## src/rtl/tim_arbiter.sv

```systemverilog
// tim_arbiter: merges the instruction-fetch and data ports onto the single
// tim request port. Each forwarded request is tagged with tim_instr, and each
// one-cycle-later response is routed back to the port that issued it.
// When both ports collide, the losing request is held in a one-entry pending
// buffer for its port, so neither requester has to retry.
// Optional build macro: TIM_ARB_RR_EN. When it is defined, a tie between two
// new requests alternates between the ports. When it is undefined, the data
// port wins every tie.
module tim_arbiter (
    input  logic        clock,
    input  logic        reset,
    input  logic        imem_valid,
    input  logic [31:0] imem_addr,
    output logic [31:0] imem_rdata,
    output logic        imem_ready,
    input  logic        dmem_valid,
    input  logic [31:0] dmem_addr,
    input  logic [31:0] dmem_wdata,
    input  logic [3:0]  dmem_wstrb,
    output logic [31:0] dmem_rdata,
    output logic        dmem_ready,
    output logic        tim_valid,
    output logic        tim_instr,
    output logic [31:0] tim_addr,
    output logic [31:0] tim_wdata,
    output logic [3:0]  tim_wstrb,
    input  logic [31:0] tim_rdata,
    input  logic        tim_ready,
    output logic        arb_err
);

    logic        pend_i_v;
    logic [31:0] pend_i_addr;
    logic        pend_d_v;
    logic [31:0] pend_d_addr;
    logic [31:0] pend_d_wdata;
    logic [3:0]  pend_d_wstrb;
    logic        own_v;
    logic        own_i;
    logic        err_q;
    logic        cand_i;
    logic        cand_d;
    logic        gnt_v;
    logic        gnt_i;
    logic        tie_i;

`ifdef TIM_ARB_RR_EN
    logic        last_i;
    assign tie_i = ~last_i;
`else
    assign tie_i = 1'b0;
`endif

    // A port has a candidate when it holds a pending entry or offers a new
    // request. A new request that arrives while the entry is pending is a
    // protocol violation and is dropped; the pending entry stays the candidate.
    assign cand_i = pend_i_v | imem_valid;
    assign cand_d = pend_d_v | dmem_valid;
    assign gnt_v  = cand_i | cand_d;

    // Choose the winner: a lone candidate wins; otherwise a pending entry
    // beats a new request; otherwise the tie-break decides.
    always_comb begin
        gnt_i = 1'b0;
        if (cand_i && !cand_d)
            gnt_i = 1'b1;
        else if (cand_i && cand_d)
            gnt_i = (pend_i_v != pend_d_v) ? pend_i_v : tie_i;
    end

    // Forward the granted request combinationally. All outputs are held low
    // while reset is asserted.
    always_comb begin
        tim_valid = 1'b0;
        tim_instr = 1'b0;
        tim_addr  = 32'd0;
        tim_wdata = 32'd0;
        tim_wstrb = 4'd0;
        if (reset && gnt_v) begin
            tim_valid = 1'b1;
            tim_instr = gnt_i;
            if (gnt_i) begin
                tim_addr = pend_i_v ? pend_i_addr : imem_addr;
            end else begin
                tim_addr  = pend_d_v ? pend_d_addr  : dmem_addr;
                tim_wdata = pend_d_v ? pend_d_wdata : dmem_wdata;
                tim_wstrb = pend_d_v ? pend_d_wstrb : dmem_wstrb;
            end
        end
    end

    // Return each response to the port that owned last cycle's request.
    assign imem_ready = reset & tim_ready & own_v & own_i;
    assign dmem_ready = reset & tim_ready & own_v & ~own_i;
    assign imem_rdata = imem_ready ? tim_rdata : 32'd0;
    assign dmem_rdata = dmem_ready ? tim_rdata : 32'd0;
    assign arb_err    = err_q;

    // Update the ownership record, the pending entries and the sticky
    // error flag.
    always_ff @(posedge clock) begin
        if (!reset) begin
            pend_i_v     <= 1'b0;
            pend_i_addr  <= 32'd0;
            pend_d_v     <= 1'b0;
            pend_d_addr  <= 32'd0;
            pend_d_wdata <= 32'd0;
            pend_d_wstrb <= 4'd0;
            own_v        <= 1'b0;
            own_i        <= 1'b0;
            err_q        <= 1'b0;
`ifdef TIM_ARB_RR_EN
            last_i       <= 1'b1;
`endif
        end else begin
            own_v <= gnt_v;
            own_i <= gnt_i;
`ifdef TIM_ARB_RR_EN
            if (gnt_v)
                last_i <= gnt_i;
`endif
            // Instruction entry: drained on its grant, filled by a losing new request.
            if (pend_i_v) begin
                if (gnt_i)
                    pend_i_v <= 1'b0;
            end else if (imem_valid && !gnt_i) begin
                pend_i_v    <= 1'b1;
                pend_i_addr <= imem_addr;
            end
            // Data entry: same rule. A grant to the data port is gnt_v with gnt_i=0.
            if (pend_d_v) begin
                if (!gnt_i)
                    pend_d_v <= 1'b0;
            end else if (dmem_valid && gnt_i) begin
                pend_d_v     <= 1'b1;
                pend_d_addr  <= dmem_addr;
                pend_d_wdata <= dmem_wdata;
                pend_d_wstrb <= dmem_wstrb;
            end
            if ((imem_valid && pend_i_v) || (dmem_valid && pend_d_v))
                err_q <= 1'b1;
        end
    end

endmodule

```

## config.mk

```make
export PLATFORM = sky130hd
export DESIGN_NAME = tim_arbiter
export DESIGN_NICKNAME = d
export VERILOG_FILES = /design/src/rtl/tim_arbiter.sv
export SDC_FILE = /design/constraint.sdc
export NUM_CORES = 1
export LEC_CHECK = 0
export CORE_UTILIZATION = 39
export DETAILED_ROUTE_END_ITERATION = 7
export PLACE_DENSITY_LB_ADDON = 0.05
export RECOVER_POWER = 100
export SETUP_SLACK_MARGIN = 0.15
export SLEW_MARGIN = 40
export SYNTH_ARGS = -nofsm -noshare
export SYNTH_HDL_FRONTEND = slang
export SYNTH_SLANG_ARGS = --single-unit
```

## constraint.sdc

```tcl
create_clock -name clock -period 2.58 [get_ports clock]
set_clock_uncertainty 0.2 [all_clocks]
set_input_delay 0.774 -clock clock [delete_from_list [all_inputs] [get_ports clock]]
set_output_delay 0.774 -clock clock [all_outputs]
set_load 0.01 [all_outputs]
```

==> results.cfg, run 1 <==
[timing]
max_slew_margin_pct = 47.40
hold_viol = 0
timing.setup.tns_ps = -30560
setup_viol = 135
rsz0062_at_grt = true
finalCritPeriodShare_pct = 116.7
max_clock_freq_mhz = 332.0
drv_slew = 0
min_period_ps = 3012
holdWs_ps = 263.2
setup_ws_ps = -432.0
worst_pin_slew_ps = 787.8

[critical_path]
end_kind = output pin
worst_ep_arrival_time_ps = 2040
crit_path_max_fanout = 2
crit_type = input pin to output pin
required_ps = 1610
critPathLaunchType = input pin

[route]
drtIter0Drc = 330
wl_per_cell_um = 18.66
drcViolationCount = 0
ant_nets = 0
drtPass1Iterations = 4
drt-total-wl_um = 24760
vias = 6963
viasPerCell = 5.247

[yosys]
ys_seq_elements = 105
synth_cells = 774
synth-warning-count = 0
seq_area_frac_synth_pct = 33.49
avgSynthCellArea_um2 = 8.109
syn_area_um2 = 6276
synthesis.nets = 911
synth_cell_type_count = 28

[place]
port_buffers = 273
hpwl_um = 14470
globalplace.congestion = 0.7481

[floorplan]
die_area_um2 = 16600
initial_core_util_pct = 39.80
fp.dieW_um = 128.9
num_io_pins = 274
die_h_um = 128.9
core_area_um2 = 15770
fp-row-count = 46

[grt]
grt_pass1_vias = 6437
antenna_found_initial = 1
grt_max_degree = 69
grt_use_total_pct = 27.50
grt_pass1_wl_um = 35250
gr-total-overflow = 0

[pwr]
p_per_area_nw_per_um2 = 384.1
ir_worst_vdd_v = 0.0003200
power_leakage_nw = 4.497

[clock_tree]
root_buffer = clkbuf_16
htree_levels = 3
holdBufCountCts = 0
clk_pin_slew_ps = 70
cts_tree = done
clk_latency_ps = 340
cts_sinks = 105
clock_path_buffers = 2
cts_buffers = 9

[layout]
nets = 1241
postLayoutCoreUtil_pct = 75.04
drive_gt1_share_pct = 43.14
syn_to_final_growth_pct = 88.56

[run_status]
status = complete, but fails checks
violations = negative setup slack

[job]
max-cap-violations = 0

[worst_hold_path]
hold_path_class = register to register
==> per-layer routing <==
layer / track usage (%) / up-vias / part of all wire [%]
li1: - / 3336 / -
met1: 35.60 / 3314 / 43
met2: 45.63 / 271 / 48
met3: 5.281 / 42 / 7.0
met4: 9.550 / 0 / 2.4
met5: 0 / - / 0
==> synth_stat cells, drive strengths merged <==
cell type	count	area share, %
nand3b	1	0.12
a21boi	100	12
nor2b	3	0.30
o31ai	1	0.34
o21ai	33	2.6
and3b	1	0.14
nor2	42	2.5
nand3	33	2.6
mux2i	70	11
a21o	2	0.24
buf	43	4.1
and2	64	6.4
dfxtp	105	33
inv	6	0.36
a211oi	60	7.2
nand2	137	8.2
o22ai	2	0.20
or2	1	0.10
mux2	30	5.4
a221oi	1	0.14
nand2b	3	0.30
clkbuf	36	2.2
==> flip-flops by register name (all words and copies together), names as in the netlist <==
signal        flops
arb_err           1
pend_d_wstrb      4
pend_i_addr      32
pend_d_v          1
pend_d_wdata     32
own_i             1
pend_d_addr      32
own_v             1
pend_i_v          1
==> cell usage in the layout, fill, tap and decap left out, drive strengths merged, types with 33 or more instances in the layout <==
| cell type | n |
|---|---|
| and2 | 64 |
| nor2 | 42 |
| clkdlybuf4s50 | 132 |
| mux2i | 70 |
| a21boi | 100 |
| o21ai | 33 |
| buf | 261 |
| dfxtp | 105 |
| nand2 | 137 |
| a211oi | 60 |
| nand3 | 33 |
==> kinds of logic after synthesis <==
group / count (synthesis) / share of synthesized area (%)
simple gates: 285 / 20.67
compound gates: 199 / 22.69
flops: 105 / 33.49
mux: 100 / 16.55
buf+inv: 85 / 6.599
==> report_power, final <==
part           switching (mW)  internal [mW]  total, mW
clock network           0.623          0.877       1.50
logic                   0.590          0.756       1.35
registers              0.0275           1.67       1.70
total                    1.24           3.31       4.55
==> what timing repair did <==
item                       in CTS  in global routing
pin swaps                      65                 23
buffers inserted               46                  5
setup endpoints to repair     136                136
gates cloned                   18                  0
gates resized for setup       746                 99
==> stage by stage <==
| step | power [mW] | cells | cell area (um^2) | setup WS, ps |
|---|---|---|---|---|
| 2_1_floorplan | 2.255 | 774 | 6738 | -185.8 |
| 3_3_place_gp | 2.810 | 1240 | 9947 | -1066 |
| 3_5_place_dp | 2.812 | 1240 | 9947 | -1091 |
| 4_1_cts | 4.496 | 1319 | 11340 | -447.5 |
| 5_1_grt | 4.726 | 1325 | 11830 | -463.3 |
| 6_report | 4.546 | 1327 | 11830 | -432.0 |
==> worst max-delay path, stage by stage <==
cell and delay, ps:
clkdlybuf4s50_1 450, mux2_2 290, a211oi_1 290, a211oi_2 80
buf_2 150
==> worst paths after layout <==
path | from | endpoint | slack (ps) | cells after the start
worst min-delay path | pend_d_wdata[20]$_SDFFE_PN0P_ | pend_d_wdata[20]$_SDFFE_PN0P_ | 260 | 2
worst min register to register | pend_d_wdata[20]$_SDFFE_PN0P_ | pend_d_wdata[20]$_SDFFE_PN0P_ | 260 | 2
worst max register to register | pend_d_v$_SDFF_PN0_ | pend_i_addr[10]$_SDFFE_PN0P_ | 400 | 5
worst max-delay path | imem_addr[7] | tim_addr[7] | -430 | 5
==> area by class of cell <==
cell class                 instances  area [um^2]
antenna                            3        7.507
clock buffer                      11        242.7
clock inverter                     4        77.57
fill                            1134         3936
inverter                           6        25.02
multi-input combinational        584         4579
sequential                       105         2107
tap                              216        270.3
timing repair buffer             398         4524
(Power assumes the default switching activity.)
==> run 2, diff against run 1 <==
- ABC_AREA: unset -> 0
- CORE_ASPECT_RATIO: unset -> 0.6
- CTS_CLUSTER_DIAMETER: unset -> 40
==> run 2 against run 1 <==
Against the previous run:
- sequential share of layout area rose by 0.52 points
- worst setup slack is essentially flat
- non-clock buffer count increased by 13
- the flow finishes with violations (design-rule violations, negative setup slack)
- utilization decreased by 1.1 points
- largest cell class unchanged
==> results.cfg, run 2 (same netlist as run 1, synthesis figures left out) <==
[run_status]
status = complete, but fails checks
violations = design-rule violations, negative setup slack

[pwr]
p_total_mw = 4.385
p_per_area_nw_per_um2 = 381.2
power_leakage_nw = 4.432
ir_worst_vdd_v = 0.0003780

[critical_path]
reg2reg_depth = 6
crit_chain = buf_6 > buf_6 > or2_4 > o31ai_4 > buf_6 > buf_12 > buf_16 > a211oi_2 > buf_2
critPathTopFamily = buffers and inverters
r2r_slack_ps = 200
required_ps = 1610
r2r_start = pend_i_v$_SDFF_PN0_
crit_type = input pin to output pin
crit_path_max_fanout = 7
reg2reg_to = pend_d_wdata[8]$_SDFFE_PN0P_
critPathLaunchType = input pin
slowest_delay_ps = 240
end_kind = output pin
cp_common_cell = buf_6
slowest_stage = or2_4
worst_ep_arrival_time_ps = 2040
worstPathBufferInverterCount = 6

[layout]
nets = 1254
fillCellCount = 1142
drive_gt1_share_pct = 42.42
layout_common_cells = 137 x nand2_1, 129 x clkdlybuf4s50_1, 125 x buf_6
top_regs = pend_d_addr (32), pend_d_wdata (32), pend_i_addr (32)
final_cells = 1327
postLayoutCoreUtil_pct = 73.98
syn_to_final_growth_pct = 83.25
final_common_cell = nand2_1

[clock_tree]
cts_buffers = 9
clk_pin_slew_ps = 70
clock_path_buffers = 2
root_buffer = clkbuf_16
clk_latency_ps = 350
htree_levels = 3
holdBufCountCts = 0
cts_sinks = 105
cts_tree = done

[floorplan]
num_io_pins = 274
fp.dieW_um = 165.8
core_area_um2 = 15550
initial_core_util_pct = 40.37
fp-row-count = 35
die_h_um = 100.3
die_area_um2 = 16620

[timing]
hold_viol = 0
max_clock_freq_mhz = 332.0
timing.setup.tns_ps = -30130
setup_viol = 135
min_period_ps = 3012
worst_pin_slew_ps = 959.2
setup_ws_ps = -431.9
finalCritPeriodShare_pct = 116.7
rsz0062_at_grt = true
max_slew_margin_pct = 36.05
drv_slew = 0

[worst_hold_path]
min_from = pend_d_wdata[24]$_SDFFE_PN0P_
worst_hold_path.endpoint = pend_d_wdata[24]$_SDFFE_PN0P_
hold_path_class = register to register
holdPathStages = 2

[grt]
grt_max_degree = 50
grt_pass1_wl_um = 37630
grt_use_total_pct = 29.03
grt_pass1_vias = 6552
gr-total-overflow = 0
antenna_found_initial = 1

[place]
port_buffers = 273
placedCellCount = 1250
globalplace.congestion = 0.8133
hpwl_um = 16050

[route]
viasPerCell = 5.181
drtIter0Drc = 363
ant_nets = 0
drtPass1Iterations = 7
vias = 6875
wl_per_cell_um = 18.81
drt-total-wl_um = 24960
drcViolationCount = 36

[job]
max-cap-violations = 0
## run 2: cell count changes in the layout (fill, tap and decap cells not counted), sizes merged, moves of 2 or more
cell and change:
buf +11, clkbuf +4, inv +4, clkdlybuf4s50 -3
bufinv -2, clkinv -2, dlygate4sd2 +2
## run 2: worst max path at each step
stage	startpoint	endpoint	cells past startpoint	slack (ps)
2_1_floorplan	dmem_valid	tim_addr[11]	6	-190
3_3_place_gp	dmem_valid	tim_addr[18]	6	-1130
3_5_place_dp	dmem_valid	tim_addr[18]	6	-1110
4_1_cts	dmem_valid	tim_addr[26]	9	-480
5_1_grt	imem_addr[21]	tim_addr[21]	6	-480
6_report	dmem_valid	tim_addr[25]	9	-430
## run 2: area by class of cell
cell class | count | area (um^2) | share of cell area, %
clock buffers | 11 | 242.7 | 2.111
multi-input cells | 584 | 4433 | 38.54
diodes | 2 | 5.005 | 0.04352
clock inverters | 5 | 45.04 | 0.3916
repair buffers | 411 | 4387 | 38.14
well taps | 203 | 254.0 | 2.208
inverters | 6 | 27.53 | 0.2393
flip-flops and latches | 105 | 2107 | 18.32
## run 2: report_power, final
group	leakage [nW]	internal, mW	total (mW)	switching (mW)
Combinational	3.44	0.728	1.30	0.572
Sequential	0.854	1.67	1.70	0.0284
Clock	0.139	0.701	1.38	0.683
## run 2: tightest hold or removal path, cell delays in order, from the launching register on
cell and delay [ps]:
dfxtp_1 310, nand2_1 40, a21boi_0 60
## run 2: repair_timing
| action | CTS | global route |
|---|---|---|
| resized for setup | 717 | 89 |
| pin swaps | 70 | 12 |
| endpoints found under the setup margin | 136 | 136 |
| setup buffers | 36 | 9 |
| gates cloned | 13 | 1 |
## run 2: metal layers
| layer | wire length, um | up-vias | part of all wire [%] | global-route usage [%] |
|---|---|---|---|---|
| li1 | - | 3364 | - | - |
| met1 | 11440 | 3286 | 46 | 38.52 |
| met2 | 11410 | 189 | 46 | 47.07 |
| met3 | 1643 | 36 | 6.6 | 7.610 |
| met4 | 471 | 0 | 1.9 | 7.405 |
| met5 | 0 | - | 0 | 0 |
## run 2: metrics by stage
| stage | setup WS [ps] | hold slack, ps | instance area, um^2 |
|---|---|---|---|
| global route | -476.0 | 285.6 | 11500 |
| finish | -431.9 | 265.9 | 11500 |
| global placement | -1126 | 244.3 | 10120 |
| CTS | -481.3 | 267.8 | 11060 |
| floorplan | -185.8 | 234.7 | 6738 |
| detailed placement | -1107 | 258.3 | 10120 |
